## config.mk

```make
export PLATFORM = sky130hd
export DESIGN_NAME = crank_wheel_decoder
export DESIGN_NICKNAME = d
export VERILOG_FILES = /design/src/rtl/efi_pkg.sv /design/src/rtl/vr_edge_sync.sv /design/src/rtl/crank_wheel_decoder.sv
export SDC_FILE = /design/constraint.sdc
export NUM_CORES = 1
export LEC_CHECK = 0
export BUFFER_PORTS_ARGS = -buffer_cell sky130_fd_sc_hd__buf_2
export CAP_MARGIN = 15
export CORE_MARGIN = 5
export CORE_UTILIZATION = 40
export CTS_CLUSTER_SIZE = 16
export DETAILED_ROUTE_END_ITERATION = 10
export PLACE_DENSITY = 0.59
export SYNTH_ARGS = -nofsm -noshare
export SYNTH_HDL_FRONTEND = slang
export SYNTH_SLANG_ARGS = --single-unit
```

## constraint.sdc

```tcl
create_clock -name clk_efi -period 8.7 [get_ports clk_efi]
set_input_delay 0.435 -clock clk_efi [delete_from_list [all_inputs] [get_ports clk_efi]]
set_output_delay 0.435 -clock clk_efi [all_outputs]
set_load 0.005 [all_outputs]
```

## src/rtl/efi_pkg.sv

```systemverilog
// Shared EFI definitions: wheel geometry,
// counter widths and crank decoder states.
package efi_pkg;

  localparam int TEETH_PER_REV = 58;
  localparam int MISSING_TEETH = 2;
  localparam int PERIOD_W = 24;
  localparam int TOOTH_IDX_W = 6;

  typedef enum logic [1:0] {
    IDLE,
    HUNT,
    SYNCED
  } crank_state_t;

endpackage

```

## src/rtl/vr_edge_sync.sv

```systemverilog
// Two-flop synchroniser for the VR input
// followed by a registered rising-edge pulse.
module vr_edge_sync (
  input  logic clk,
  input  logic rst,
  input  logic din,
  output logic rise
);

  logic s1, s2, s3;

  always_ff @(posedge clk or posedge rst) begin
    if (rst) begin
      s1 <= 1'b0;
      s2 <= 1'b0;
      s3 <= 1'b0;
      rise <= 1'b0;
    end else begin
      s1 <= din;
      s2 <= s1;
      s3 <= s2;
      rise <= s2 & ~s3;
    end
  end

endmodule

```

## src/rtl/crank_wheel_decoder.sv

```systemverilog
// Missing-tooth crank decoder: gap search,
// tooth indexing, period and stall tracking.
module crank_wheel_decoder
  import efi_pkg::*;
#(
  parameter int TEETH = TEETH_PER_REV,
  parameter int CNT_W = PERIOD_W,
  parameter int MIN_PERIOD = 40,
  parameter int TIMEOUT = 2000000
) (
  input  logic clk_efi,
  input  logic rst,
  input  logic vrin,
  output logic tooth_strobe,
  output logic [TOOTH_IDX_W-1:0] tooth_idx,
  output logic [CNT_W-1:0] tooth_period,
  output logic synced,
  output logic [7:0] sync_loss_cnt
);

  localparam logic [CNT_W-1:0] MIN_V =
    CNT_W'(MIN_PERIOD);
  localparam logic [CNT_W-1:0] TO_V =
    CNT_W'(TIMEOUT);
  localparam logic [TOOTH_IDX_W-1:0] LAST =
    TOOTH_IDX_W'(TEETH - 1);

  logic rise;

  vr_edge_sync u_sync (
    .clk (clk_efi),
    .rst (rst),
    .din (vrin),
    .rise(rise)
  );

  crank_state_t state_q, state_d;
  logic [CNT_W-1:0] cnt_q, prev_q;
  logic prev_valid_q;
  logic [CNT_W:0] thresh;
  logic stall, accept, gap, at_last;
  logic store, loss, bump_loss;
  logic [TOOTH_IDX_W-1:0] idx_d;
  logic synced_d;

  // 1.5x threshold held one bit wider so it cannot wrap
  always_comb begin
    thresh = {1'b0, prev_q}
           + {2'b00, prev_q[CNT_W-1:1]};
    stall = (cnt_q == TO_V);
    accept = rise && (cnt_q >= MIN_V) && !stall;
    gap = prev_valid_q && ({1'b0, cnt_q} > thresh);
    at_last = (tooth_idx == LAST);
  end

  always_ff @(posedge clk_efi or posedge rst) begin
    if (rst) state_q <= IDLE;
    else     state_q <= state_d;
  end

  always_comb begin
    state_d = state_q;
    unique case (state_q)
      IDLE:
        if (accept) state_d = HUNT;
      HUNT:
        if (accept && gap) state_d = SYNCED;
      SYNCED:
        if (accept && (gap != at_last))
          state_d = HUNT;
      default: state_d = IDLE;
    endcase
    if (stall) state_d = IDLE;
  end

  always_comb begin
    store = accept && (state_q != IDLE) && !gap;
    loss = accept && (state_q == SYNCED)
        && (gap != at_last);
    bump_loss = loss
             || (stall && (state_q == SYNCED));
    idx_d = tooth_idx;
    synced_d = synced;
    unique case (1'b1)
      stall, loss: begin
        idx_d = '0;
        synced_d = 1'b0;
      end
      accept && (state_q == HUNT) && gap: begin
        idx_d = '0;
        synced_d = 1'b1;
      end
      accept && (state_q == SYNCED) && !loss:
        idx_d = gap ? '0 : tooth_idx + 1'b1;
      default: ;
    endcase
  end

  always_ff @(posedge clk_efi or posedge rst) begin
    if (rst) begin
      cnt_q <= '0;
      prev_q <= '0;
      prev_valid_q <= 1'b0;
      tooth_strobe <= 1'b0;
      tooth_idx <= '0;
      tooth_period <= '0;
      synced <= 1'b0;
      sync_loss_cnt <= '0;
    end else begin
      tooth_strobe <= accept;
      tooth_idx <= idx_d;
      synced <= synced_d;
      if (accept)
        cnt_q <= CNT_W'(1);
      else if (cnt_q != '1)
        cnt_q <= cnt_q + 1'b1;
      if (stall) begin
        prev_valid_q <= 1'b0;
        tooth_period <= '0;
      end else if (store) begin
        prev_q <= cnt_q;
        tooth_period <= cnt_q;
        prev_valid_q <= 1'b1;
      end
      if (bump_loss && (sync_loss_cnt != 8'hFF))
        sync_loss_cnt <= sync_loss_cnt + 1'b1;
    end
  end

endmodule
```

* After elaboration in Yosys (flattened, before gate mapping)
Index checks and enable logic that the tools add are counted.
Word-level totals: register bits after elaboration 95, input bits 3, output and inout bits 40, logic and storage cells 74
Operators by class: add/subtract/negate cells 4, order comparisons 2, eq/ne operators 10, mux-type cells 14, bitwise operators 3, reductions and logical operators 28
Operators with widths (count):
- $mux 24 | 4
- $add 24x23->25 | 1
- $gt 24x25->1 | 1
- $add 24x1->24 const B | 1
- $eq 24x21->1 const B | 1
- $ge 24x6->1 const B | 1
- $ne 24x24->1 const B | 1
- $logic_and 1x1->1 | 14
- $pmux 6 s2 | 1
- $reduce_bool 2->1 | 5
- $ne 3x3->1 const B | 3
- $add 8x1->8 const B | 1
- $mux 2 | 4
- $ne 8x8->1 const B | 1
- $add 6x1->6 const B | 1
- $eq 6x6->1 const B | 1
- $mux 6 | 1
- $pmux 2 s3 | 1
- $logic_not 1->1 | 3
- $reduce_and 3->1 | 1
- $reduce_or 3->1 | 1
- $eq 2x1->1 const B | 1
- $eq 2x2->1 const B | 1
- $logic_not 2->1 | 1
- 8 further kinds | 10

* Longest topological paths before layout
word-level depth 8, gate-level depth with buffers 22, mapped depth without buffers 21

* Modules after synthesis
A second synthesis with hierarchy kept.
Second synthesis, totals: cells, all modules 582, area, all modules 5846.9 µm²
By module, submodules not included:
- crank_wheel_decoder | instances 1, cells an instance 576, area an instance 5729.2 µm²
- vr_edge_sync | instances 1, cells an instance 6, area an instance 117.6 µm²

* Worst setup path after synthesis
OpenSTA, ideal clock, no wires.
path type flip-flop to flip-flop, start point register prev_q[8], end point register sync_loss_cnt[1], setup time 0.127 ns, data arrival time 4.395 ns, data required time 8.573 ns, slack 4.177 ns, cell stages (with the launch flop) 20, path buffers 0, cell sequence dfrtp_1 > ha_1 > and3_1 > a21oi_1 > or4b_1 > o22ai_2 > o21ai_2 > o31ai_4 > a21boi_0 > xnor2_1 > ha_1 > nand4_1 > nor4_1 > o221ai_1 > o211ai_1 > o211ai_4 > xnor2_1 > o21ai_4 > nand2_2 > mux2_1
Between the ends: cells in the longest elaborated chain, start to end 7
RTL lines:
- start, declared | line crank_wheel_decoder.sv:38 | logic [CNT_W-1:0] cnt_q, prev_q;
- start signal, assigned | line crank_wheel_decoder.sv:121 | prev_q <= cnt_q;
- $add 24x23->25 | line crank_wheel_decoder.sv:49 | + {2'b00, prev_q[CNT_W-1:1]};
- $gt 24x25->1 | line crank_wheel_decoder.sv:52 | gap = prev_valid_q && ({1'b0, cnt_q} > thresh);
- $logic_and 1x1->1 | line crank_wheel_decoder.sv:52
- $ne 1x1->1 | line crank_wheel_decoder.sv:79 | && (gap != at_last);
- $logic_and 1x1->1 | line crank_wheel_decoder.sv:79
- $logic_or 1x1->1 | line crank_wheel_decoder.sv:81 | || (stall && (state_q == SYNCED));
- $logic_and 1x1->1 | line crank_wheel_decoder.sv:125 | if (bump_loss && (sync_loss_cnt != 8'hFF))
- end signal, assigned | line crank_wheel_decoder.sv:126 | sync_loss_cnt <= sync_loss_cnt + 1'b1;
- end, declared | line crank_wheel_decoder.sv:18 | output logic [7:0] sync_loss_cnt
Every way passes these cells. A chain may end at the register's enable or synchronous reset.

* Worst setup path after layout
start point register prev_q[8], end point register tooth_period[5]
Between the ends: cells in the longest elaborated chain, start to end 6
RTL lines:
- $add 24x23->25 | line crank_wheel_decoder.sv:49
- $gt 24x25->1 | line crank_wheel_decoder.sv:52
- $logic_and 1x1->1 | line crank_wheel_decoder.sv:52
- $logic_not 1->1 | line crank_wheel_decoder.sv:77 | store = accept && (state_q != IDLE) && !gap;
- $logic_and 1x1->1 | line crank_wheel_decoder.sv:77
- $reduce_bool 2->1 (no source line)
- end signal, assigned | line crank_wheel_decoder.sv:122 | tooth_period <= cnt_q;
- end, declared | line crank_wheel_decoder.sv:16 | output logic [CNT_W-1:0] tooth_period,
Every way passes these cells.

==> metrics.yaml <==
synth_top_area_cell: "sky130_fd_sc_hd__dfrtp_1"
yosysUniqueCellTypes: 66
finClkSkew_ns: 0.00591
placement_rows: 44
synth-seq-cells: 95
reg2reg_depth: 19
die_height_um: 131
ff2ff_setup_slack_ns: 3.30
post_synth.cell_area_avg_um2: 10.4
design.final.nets: 657
regToRegStartpoint: "prev_q[8]"
power_density_nw_per_um2: 172
synth-edff-count: 0
worst_slew_pin_slew_ns: 1.01
worst_hold_path_type: "input pin to async pin"
yosysWarningCount: 0
cts_max_level: 3
r2r-end: "tooth_period[5]"
status: "finished clean"
place.detailed.hpwl_mm: 9.65
layoutNonFillerInstCount: 788
cts-buffers-inserted: 9
crit_required_ns: 8.98
post_cts.repair.setup_buffers: 0
worst_setup_path_start_kind: "register"
grt_setup_unrepaired: "false"
cts_tree: "done"
placeableCoreArea_um2: 14400
wire_per_inst_um: 17.1
synth_top_area_frac: 0.408
mappedNetlistArea_um2: 5830
overall_global_routing_usage: 0.167
worstSetupPathType: "register to register"
via_per_inst: 5.58
replace_congestion: 0.766
grt_pass1_vias: 4403
report.final.slew_viol_count: 0
path_max_fanout: 50
tns_ns: 0
synth-async-reset-ratio: 1.00
root_buf_cell: "sky130_fd_sc_hd__clkbuf_16"
ys_dominant_reg_cell: "sky130_fd_sc_hd__dfrtp_1"
fin_total_pwr_w: 0.00111
cap_violations: 0
finalWirelength_mm: 13.5
port_buffers: 42
drc: 0
largest_net_degree_at_the_start_of_global_routing: 51
vdd_ir_max_mv: 0.0907
num_io_pins: 43
part_of_the_yosys_area_used_for_sequential_elements: 0.408
floorplan.die_area_um2: 17100
via_count: 4395
p_leak_nw: 3.24
maxSlewHeadroom: 0.322
layout.cells.most_common: "sky130_fd_sc_hd__dfrtp_1"
post_place_cells: 772
drt_first_pass_iters: 4
drive_gt1_frac: 0.161
die-width_um: 131
period_needed_ns: 5.40
timing.final.crit_share: 0.620
clkLatencyLatePin_ns: 0.34
initial_core_util: 0.404
dr.first_iter.drc_count: 209
flow.area_growth_from_synthesis_pct: 10.7
cts.sink_count: 95
synth_instances: 562
final_antenna_net_count: 0
post_cts.resized_instances: 0
timing.final.hold_violations: 0
cts-hold-fix-buffers: 0
synth_fp_nets: 620
mostFrequentLayoutCells: "sky130_fd_sc_hd__dfrtp_1, sky130_fd_sc_hd__ha_1, sky130_fd_sc_hd__nor2_1"
synth.area.top_cells: "sky130_fd_sc_hd__dfrtp_1, sky130_fd_sc_hd__ha_1, sky130_fd_sc_hd__mux2_2, sky130_fd_sc_hd__xor2_1, sky130_fd_sc_hd__xnor2_1"
max_freq_ghz: 0.185
ctsLongestPathBuffers: 2
gr-total-overflow: 0
data_arrival_time_of_the_critical_path_ns: 5.67
clk_transition_reported_paths_ns: 0.07
grt_pass1_wl_mm: 22.4
setup_viols_final: 0
number_of_antenna_repair_diodes: 0
antenna_found_initial: 0
worst_setup_path_end_kind: "register"
==> layer usage <==
metal / GRT usage / part of all wire
met5: 0 / 0
met1: 0.227 / 0.46
met2: 0.270 / 0.48
met3: 0.0220 / 0.034
met4: 0.0702 / 0.025
==> stage by stage <==
stage               hold WS, ns  instance area (um2)   util  setup slack, ns
finish                    0.157                 6450  0.447             3.30
global route              0.184                 6450  0.447             2.97
CTS                       0.176                 6450  0.447             3.33
detailed placement        0.338                 6170  0.428             3.40
global placement          0.334                 6170  0.428             3.42
floorplan                 0.331                 5830      -             4.18
==> state kept, by name (all words and copies together), names as in the netlist <==
signal and count:
cnt_q 24, prev_q 24, u_sync.s3 1, sync_loss_cnt 8, synced 1, tooth_strobe 1, tooth_period 24, u_sync.s1 1
state_q 2, u_sync.rise 1, tooth_idx 6, u_sync.s2 1, prev_valid_q 1
==> report_power, final <==
group / switching, W / total (W) / internal [W]
logic: 0.000121 / 0.000207 / 0.0000862
clock network: 0.000164 / 0.000388 / 0.000223
registers: 0.0000434 / 0.000512 / 0.000468
total: 0.000329 / 0.00111 / 0.000778
==> worst max-delay path: stages, from the launching register on <==
cell and delay (ns):
sky130_fd_sc_hd__dfrtp_1 0.41, sky130_fd_sc_hd__ha_1 0.35, sky130_fd_sc_hd__and3_1 0.23, sky130_fd_sc_hd__a21oi_1 0.16, sky130_fd_sc_hd__or4b_1 0.46, sky130_fd_sc_hd__o22ai_2 0.25
sky130_fd_sc_hd__o21ai_2 0.12, sky130_fd_sc_hd__o31ai_4 0.26, sky130_fd_sc_hd__a21boi_0 0.16, sky130_fd_sc_hd__xnor2_1 0.16, sky130_fd_sc_hd__ha_1 0.29, sky130_fd_sc_hd__nand4_1 0.14
sky130_fd_sc_hd__nor4_1 0.44, sky130_fd_sc_hd__o221ai_1 0.22, sky130_fd_sc_hd__o211ai_1 0.18, sky130_fd_sc_hd__o211ai_4 0.19, sky130_fd_sc_hd__o211a_2 0.17, sky130_fd_sc_hd__buf_4 0.32
sky130_fd_sc_hd__nor2_4 0.57, sky130_fd_sc_hd__a22o_1 0.23
==> Yosys cell counts, drive strengths merged, types with 5 or more instances <==
cell     n
a21oi   32
clkbuf   9
and3    11
nor4     7
nand2b   5
nor2    47
nor2b    5
o21bai   7
dfrtp   95
a22o    22
ha      54
nand2   37
nor3b    5
inv     16
a211o    6
xnor2   24
xor2    27
o21ai   16
a21o    10
nand4   19
nor3     9
buf     10
nand3   19
mux2    24
==> logic make-up after synthesis <==
| group | count (synthesis) | share of synthesized area |
|---|---|---|
| simple gates | 180 | 0.161 |
| fa+ha+maj | 55 | 0.119 |
| buf+inv | 35 | 0.0320 |
| flops | 95 | 0.408 |
| mux | 25 | 0.0481 |
| compound gates | 121 | 0.154 |
| xor+xnor | 51 | 0.0767 |
==> worst max-delay path by stage <==
stage,start,to,slack [ns]
after detailed placement,prev_q[8],tooth_period[5],3.40
after CTS,prev_q[1],tooth_period[5],3.33
final,prev_q[8],tooth_period[5],3.30
after global routing,prev_q[8],tooth_period[0],2.97
after floorplan,prev_q[8],sync_loss_cnt[1],4.18
after global placement,prev_q[1],tooth_period[2],3.42
==> final cells by class <==
type                            instances  area [um2]
Fill cell                            1396        7970
Multi-Input combinational cell        432        3260
Sequential cell                        95        2380
Clock buffer                           13         240
Timing Repair Buffer                   45         233
Tap cell                              184         230
Inverter                               16        62.6
Clock inverter                          3        43.8
Note: power is estimated with default switching activity, not from simulation.
